==> src/rtl/store_outstanding_ctrl.sv <==
// store_outstanding_ctrl
// Issue-side controller for store traffic toward the write-through memory port.
// Tracks in-flight stores against a cap, isolates stores to non-idempotent
// regions so they run with nothing else in flight, and sequences fence drains.
module store_outstanding_ctrl #(
  parameter int unsigned AddrWidth      = 64,
  parameter int unsigned MaxOutstanding = 7,
  parameter int unsigned CntWidth       = $clog2(MaxOutstanding + 1),
  parameter int unsigned NrNonIdemRules = 2,
  parameter logic [NrNonIdemRules-1:0][AddrWidth-1:0] NonIdemBase   = '0,
  parameter logic [NrNonIdemRules-1:0][AddrWidth-1:0] NonIdemLength = '0
) (
  input  logic                 clk_i,
  input  logic                 rst_ni,
  input  logic                 req_valid_i,
  output logic                 req_ready_o,
  input  logic [AddrWidth-1:0] req_addr_i,
  output logic                 mem_valid_o,
  input  logic                 mem_ready_i,
  input  logic                 mem_ack_i,
  input  logic                 fence_i,
  output logic                 fence_done_o,
  output logic [CntWidth-1:0]  outstanding_o,
  output logic                 empty_o,
  output logic                 underflow_o
);

  localparam logic [CntWidth-1:0] MaxCnt = CntWidth'(MaxOutstanding);

  typedef enum logic [1:0] {
    StIdle,
    StNcAck,
    StDrain
  } state_e;

  state_e              state_q;
  logic [CntWidth-1:0] cnt_q, cnt_d;
  logic                fence_pend_q;
  logic                fence_done_q;
  logic                underflow_q;

  logic                nc;
  logic                allow;
  logic                issue;
  logic                ack_dec;
  logic                ack_under;

  // Non-idempotent region lookup; an end address that overflows the address
  // space disables the rule rather than wrapping around to low addresses.
  always_comb begin
    logic [AddrWidth:0] end_w;
    nc    = 1'b0;
    end_w = '0;
    for (int unsigned i = 0; i < NrNonIdemRules; i++) begin
      end_w = {1'b0, NonIdemBase[i]} + {1'b0, NonIdemLength[i]};
      if ((NonIdemLength[i] != '0) && !end_w[AddrWidth] &&
          (req_addr_i >= NonIdemBase[i]) &&
          (req_addr_i <  end_w[AddrWidth-1:0])) begin
        nc = 1'b1;
      end
    end
  end

  // Issue gate: only in idle, never alongside a fence, below the cap, and a
  // non-idempotent store only when nothing else is in flight.
  always_comb begin
    allow = (state_q == StIdle) && !fence_i && (cnt_q < MaxCnt) &&
            (!nc || (cnt_q == '0));
    mem_valid_o = req_valid_i & allow;
    req_ready_o = mem_ready_i & allow;
    issue       = mem_valid_o & mem_ready_i;
    ack_dec     = mem_ack_i & (cnt_q != '0);
    ack_under   = mem_ack_i & (cnt_q == '0);
  end

  // Next in-flight count; a simultaneous issue and ack cancel out.
  always_comb begin
    cnt_d = cnt_q;
    if (issue && !ack_dec) begin
      cnt_d = cnt_q + CntWidth'(1);
    end else if (!issue && ack_dec) begin
      cnt_d = cnt_q - CntWidth'(1);
    end
  end

  // Control FSM, in-flight counter and registered status outputs.
  // fence_done_q is loaded one cycle early so that it is high exactly while
  // the FSM sits in DRAIN with an empty counter.
  always_ff @(posedge clk_i or negedge rst_ni) begin
    if (!rst_ni) begin
      state_q      <= StIdle;
      cnt_q        <= '0;
      fence_pend_q <= 1'b0;
      fence_done_q <= 1'b0;
      underflow_q  <= 1'b0;
    end else begin
      cnt_q        <= cnt_d;
      underflow_q  <= underflow_q | ack_under;
      fence_done_q <= 1'b0;
      case (state_q)
        StIdle: begin
          if (fence_i) begin
            state_q      <= StDrain;
            fence_done_q <= (cnt_d == '0);
          end else if (issue && nc) begin
            state_q <= StNcAck;
          end
        end
        StNcAck: begin
          if (fence_i) begin
            fence_pend_q <= 1'b1;
          end
          if (cnt_d == '0) begin
            if (fence_pend_q || fence_i) begin
              state_q      <= StDrain;
              fence_done_q <= 1'b1;
            end else begin
              state_q <= StIdle;
            end
          end
        end
        StDrain: begin
          if (cnt_q == '0) begin
            state_q      <= StIdle;
            fence_pend_q <= 1'b0;
          end else begin
            fence_done_q <= (cnt_d == '0);
          end
        end
        default: begin
          state_q <= StIdle;
        end
      endcase
    end
  end

  assign fence_done_o  = fence_done_q;
  assign outstanding_o = cnt_q;
  assign empty_o       = (cnt_q == '0);
  assign underflow_o   = underflow_q;

endmodule
==> config.mk <==
export PLATFORM = sky130hd
export DESIGN_NAME = store_outstanding_ctrl
export DESIGN_NICKNAME = d
export VERILOG_FILES = /design/src/rtl/store_outstanding_ctrl.sv
export SDC_FILE = /design/constraint.sdc
export NUM_CORES = 1
export LEC_CHECK = 0
export CORE_UTILIZATION = 18
export CTS_CLUSTER_DIAMETER = 200
export CTS_CLUSTER_SIZE = 12
export DETAILED_ROUTE_END_ITERATION = 10
export GPL_ROUTABILITY_DRIVEN = 0
export PLACE_DENSITY = 0.84
export SYNTH_ARGS = -nofsm -noshare
export SYNTH_HDL_FRONTEND = slang
export SYNTH_SLANG_ARGS = --single-unit
==> constraint.sdc <==
create_clock -name clk_i -period 2.1 [get_ports clk_i]
set_input_delay 0.42 -clock clk_i [delete_from_list [all_inputs] [get_ports clk_i]]
set_output_delay 0.42 -clock clk_i [all_outputs]
set_load 0.05 [all_outputs]
==> After elaboration in Yosys (flattened, before gate mapping) <==
Cells that the tools add are included.
{ "word_totals": {"output_inout_bits": 8, "ff_bits": 8} }
{ "classes": {"eq_ne": 6, "order_cmp": 1, "add_sub_neg": 2, "mux": 15, "reduce_logical": 15, "n_bitwise": 6} }
{ "op_table": {"columns": ["cell", "count"], "rows": [
  ["$mux 2", 4],
  ["$ne 2x2->1 const B", 4],
  ["$logic_not 3->1", 2],
  ["$mux 1", 6],
  ["$mux 3", 2],
  ["$pmux 2 s3", 1],
  ["$reduce_and 3->1", 2],
  ["$and 1x1->1", 5],
  ["$logic_and 1x1->1", 4],
  ["$add 3x1->3 const B", 1],
  ["$logic_not 1->1", 3],
  ["$lt 3x3->1 const B", 1],
  ["$pmux 1 s3", 1],
  ["$reduce_bool 3->1", 1],
  ["$sub 3x1->3 const B", 1],
  ["$eq 2x1->1 const B", 1],
  ["$eq 2x2->1 const B", 1],
  ["$logic_not 2->1", 1],
  ["$pmux 1 s2", 1],
  ["$reduce_bool 2->1", 1],
  ["$logic_or 1x1->1", 1],
  ["$or 1x1->1", 1]
]} }

==> Longest topological paths before layout <==
{ "logic_depth": {"depth_word": 12, "mapped_depth": 7, "ltp_nobuf": 7} }

==> Least setup slack after synthesis <==
No wires, ideal clock.
{ "synth_timing": {"path_kind": "register to register", "start": "reg cnt_q[1], in the netlist outstanding_o[1]", "end": "reg fence_done_q, in the netlist fence_done_o", "arrival_ps": 1816, "required_time_ps": 1971, "slack_ps": 155, "setup_time_ps": 129, "period_less_slack_ps": 1945, "path_stages_with_launch": 8, "path_cell_list": "dfrtp_1 > inv_1 > ha_1 > nand2b_1 > nand2_1 > maj3_1 > o22ai_2 > nor4b_2"} }
{ "synth_between": {"elab_chain_cells": 11, "elab_cells_between_ends": 20, "classes_between": "2 x add/sub; 1 x order compare; 6 x mux; 3 x bitwise; 8 x reduce/logical"} }
{ "synth_rtl": {"columns": ["item", "line_no", "source"], "rows": [
  ["start: declaration", "37", "logic [CntWidth-1:0] cnt_q, cnt_d;"],
  ["start signal: assignment", "97", "cnt_q <= cnt_d;"],
  ["$lt 3x3->1", "67", "allow = (state_q == StIdle) && !fence_i && (cnt_q < MaxCnt) &&"],
  ["$logic_and 1x1->1", "67", null],
  ["$and 1x1->1", "69", "mem_valid_o = req_valid_i & allow;"],
  ["$and 1x1->1", "71", "issue = mem_valid_o & mem_ready_i;"],
  ["$logic_not 1->1", "81", "end else if (!issue && ack_dec) begin"],
  ["$logic_and 1x1->1", "81", null],
  ["$mux 3", "81", null],
  ["$mux 3 *", "79", "if (issue && !ack_dec) begin"],
  ["net cnt_d[1]", "37", null],
  ["$logic_not 3->1 *", "104, 113, 127", null],
  ["$mux 1 (on tied branches)", "123, 102, 113", null],
  ["$pmux 1 s3 *", "100", "case (state_q)"],
  ["end signal: assignment", "104", "fence_done_q <= (cnt_d == '0);"],
  ["end signal: assignment", "127", "fence_done_q <= (cnt_d == '0);"],
  ["end: declaration", "39", "logic fence_done_q;"]
]} }
The timed path passes the listed nets; every way through them passes the cells marked *.
A chain may end at the register's enable or synchronous reset.

==> Final worst setup path <==
{ "layout_timing": {"start": "in fence_i", "end": "out mem_valid_o"} }
{ "layout_between": {"elab_chain_cells": 4} }
{ "layout_rtl": {"columns": ["item", "line_no", "source"], "rows": [
  ["start: declaration", "21", "input logic fence_i,"],
  ["$logic_not 1->1", "67", null],
  ["$logic_and 1x1->1 (2 in a row)", "67", null],
  ["$and 1x1->1", "69", null],
  ["end: declaration", "18", "output logic mem_valid_o,"]
]} }
Every way passes these cells.

==> results.tsv <==
stage	metric	value	unit
global_routing	grt_pass1_vias	320	
power_and_ir_drop	ir_drop	0.0004813	V
logic_synthesis	ys.flop_type	dfrtp_1	
logic_synthesis	synthTopCellsByArea	dfrtp_1, ha_1, and2_1, xnor2_1, a311oi_2	
outcome	outcome	completed	
setup_path	worst_setup_path_start_kind	primary input	
global_routing	grt_overflow	0	
min_path	min_path_type	primary input to asynchronous set/reset pin	
logic_synthesis	seq_area_frac_synth	41.24	%
timing	hold_viol_final	0	
logic_synthesis	synth_edf_count	0	
routing	wl_per_cell	11.27	um
timing	setup_viol	0	
timing	clock_skew	0.002029	ns
timing	setup_tns	0	ns
global_routing	grt_max_degree	7	
timing	fin_crit	1.975	ns
routing	drt_iter0_markers	2	
logic_synthesis	yosysTopAreaCellShare	41.24	%
place	dpl-instance-area	555.5	um^2
routing	viasPerCell	4.093	
logic_synthesis	ys_types	22	
die	pin_count	78	
timing	fmax	506.2	MHz
clock_network	cts_max_level	1	
timing	hold_ws	0.4141	ns
die	rows	15	
routing	finalWirelength	845	um
power_and_ir_drop	leakagePower	0.2415	nW
setup_path	required	1.68	ns
logic_synthesis	ys_ff_latch	6	
timing	relSlewSlack	66.69	%
place	io_buffers	13	
timing	rsz0062_at_grt	false	
setup_path	critPathLaunch	fence_i	
logic_synthesis	avgSynthCellArea	10.71	um^2
logic_synthesis	yosysMostFrequentCell	dfrtp_1	
clock_network	tritoncts	yes	
setup_path	arrival	1.56	ns
die	dieArea	2207	um^2
setup_path	r2r_start	outstanding_o[1]	
cells_and_area	synthToLayoutAreaGrowth	58.76	%
logic_synthesis	post_synth_most_frequent_cells	dfrtp_1, and2_1, ha_1	
timing	worst_pin_slew	0.4980	ns
cells_and_area	design_area	578.1	um^2
setup_path	reg2reg_slack	0.33	ns
setup_path	worst_r2r_endpoint	fence_done_o	
logic_synthesis	async_reset_ff_share	100.0	%
clock_network	cts_root_buf	clkbuf_4	
logic_synthesis	synthesis.instances	34	
setup_path	worst_setup_path_end_kind	primary output	
routing	via_count	307	
routing	route.detailed.drc	0	
logic_synthesis	ys_warn_count	0	
setup_path	critPathMaxFanout	3	
clock_network	cts_buffer_depth	2	
power_and_ir_drop	p_per_area	1586	nW/um^2
cells_and_area	drive_gt1_share	22.00	%
logic_synthesis	synth_area_leader_cell	dfrtp_1	
die	dieWidth	46.98	um
logic_synthesis	syn_nets	107	
setup_path	crit_type	primary input to primary output	
cells_and_area	diodes	0	
routing	antenna_left	0	
setup_path	critical_path.endpoint	mem_valid_o	
global_routing	antenna_found_initial	0	
die	die_h	46.98	um
die	core_area	1802	um^2
clock_network	clock-sinks	6	
cells_and_area	fin_nets	125	
die	initial_utilization	20.21	%
timing	min_period_over_period	94.07	%
clock_network	clk_pin_slew	0.04	ns
global_routing	track_usage	9.675	%
timing	slew_violations	0	
job	drv_cap	0	
setup_path	reg2reg_depth	7	
clock_network	clkLatencyLatePin	0.25	ns
global_routing	grt_pass1_wl	1331	um
clock_network	cts_made_buffers	3	
logic_synthesis	netlist_area	364.1	um^2
routing	dr.pass1.iters	2	
place	hpwl	678.8	um
kinds of logic after synthesis:
kind of cell	count (synthesis)	synth area share (%)
AO/OA/AOI/OAI	7	15.46
XOR/XNOR	3	7.218
adder cells (fa/ha/maj)	4	13.06
buffers and inverters	4	5.155
flip-flops	6	41.24
AND/OR/NAND/NOR	10	17.87
stage by stage:
step | worst slack, ns | std cells | power, W | utilization (%)
6_report | 0.1245 | 75 | 0.0009167 | 32.08
5_1_grt | 0.04819 | 75 | 0.0009846 | 32.08
4_1_cts | 0.05558 | 75 | 0.0009326 | 32.08
3_5_place_dp | 0.003321 | 72 | 0.0008172 | 30.83
3_3_place_gp | 0.04181 | 72 | 0.0007931 | 30.83
2_1_floorplan | 0.1545 | 34 | 0.0006090 | -
cell type report:
cell class	count	area (um^2)
tap	25	31.28
timing repair buffer	14	167.7
clock buffer	3	22.52
multi-input combinational	24	195.2
fill	199	1224
sequential	6	150.1
inverter	3	11.26
placed cells by master, fill, tap and decap left out, types with 2 or more instances in the layout:
cell / count
ha_1: 3
dfrtp_1: 6
clkdlybuf4s50_1: 10
and2_1: 3
clkbuf_4: 3
a21oi_1: 2
inv_1: 2
xnor2_1: 2
buf_12: 3
timing repair:
item                       4_1_cts  5_1_grt
hold buffers                     0        0
setup endpoints to repair        0        2
resized for setup                0        0
buffers inserted                 0        0
critical path, cell delays in order:
cell	delay, ns
clkdlybuf4s50_1	0.44
a311oi_2	0.23
buf_4	0.16
and2_1	0.16
buf_12	0.14
flip-flops by register name (all words and copies together) (netlist names):
register	cells
outstanding_o	3
state_q	1
fence_done_o	1
underflow_o	1
worst min-delay path by stage:
stage | start | to | slack [ns] | cells past startpoint
5_1_grt | rst_ni | outstanding_o[2] | 0.43 | 1
3_5_place_dp | underflow_o | underflow_o | 0.45 | 1
2_1_floorplan | rst_ni | fence_done_o | 0.12 | 0
6_report | rst_ni | state_q[1] | 0.41 | 1
3_3_place_gp | underflow_o | underflow_o | 0.44 | 1
4_1_cts | rst_ni | state_q[1] | 0.41 | 1
power by group:
| group | total [W] | switching, W | internal (W) |
|---|---|---|---|
| Clock | 0.000107 | 0.0000427 | 0.0000647 |
| Combinational | 0.000587 | 0.000348 | 0.000239 |
| Sequential | 0.000222 | 0.0000583 | 0.000164 |
layer usage:
| metal | wire (um) | vias to the layer above | track usage [%] |
|---|---|---|---|
| li1 | - | 149 | - |
| met1 | 324 | 140 | 9.624 |
| met2 | 426 | 14 | 15.00 |
| met3 | 68 | 4 | 4.615 |
| met4 | 26 | 0 | 8.571 |
| met5 | 0 | - | 0 |
No activity file was read; power rests on OpenSTA's default activity.
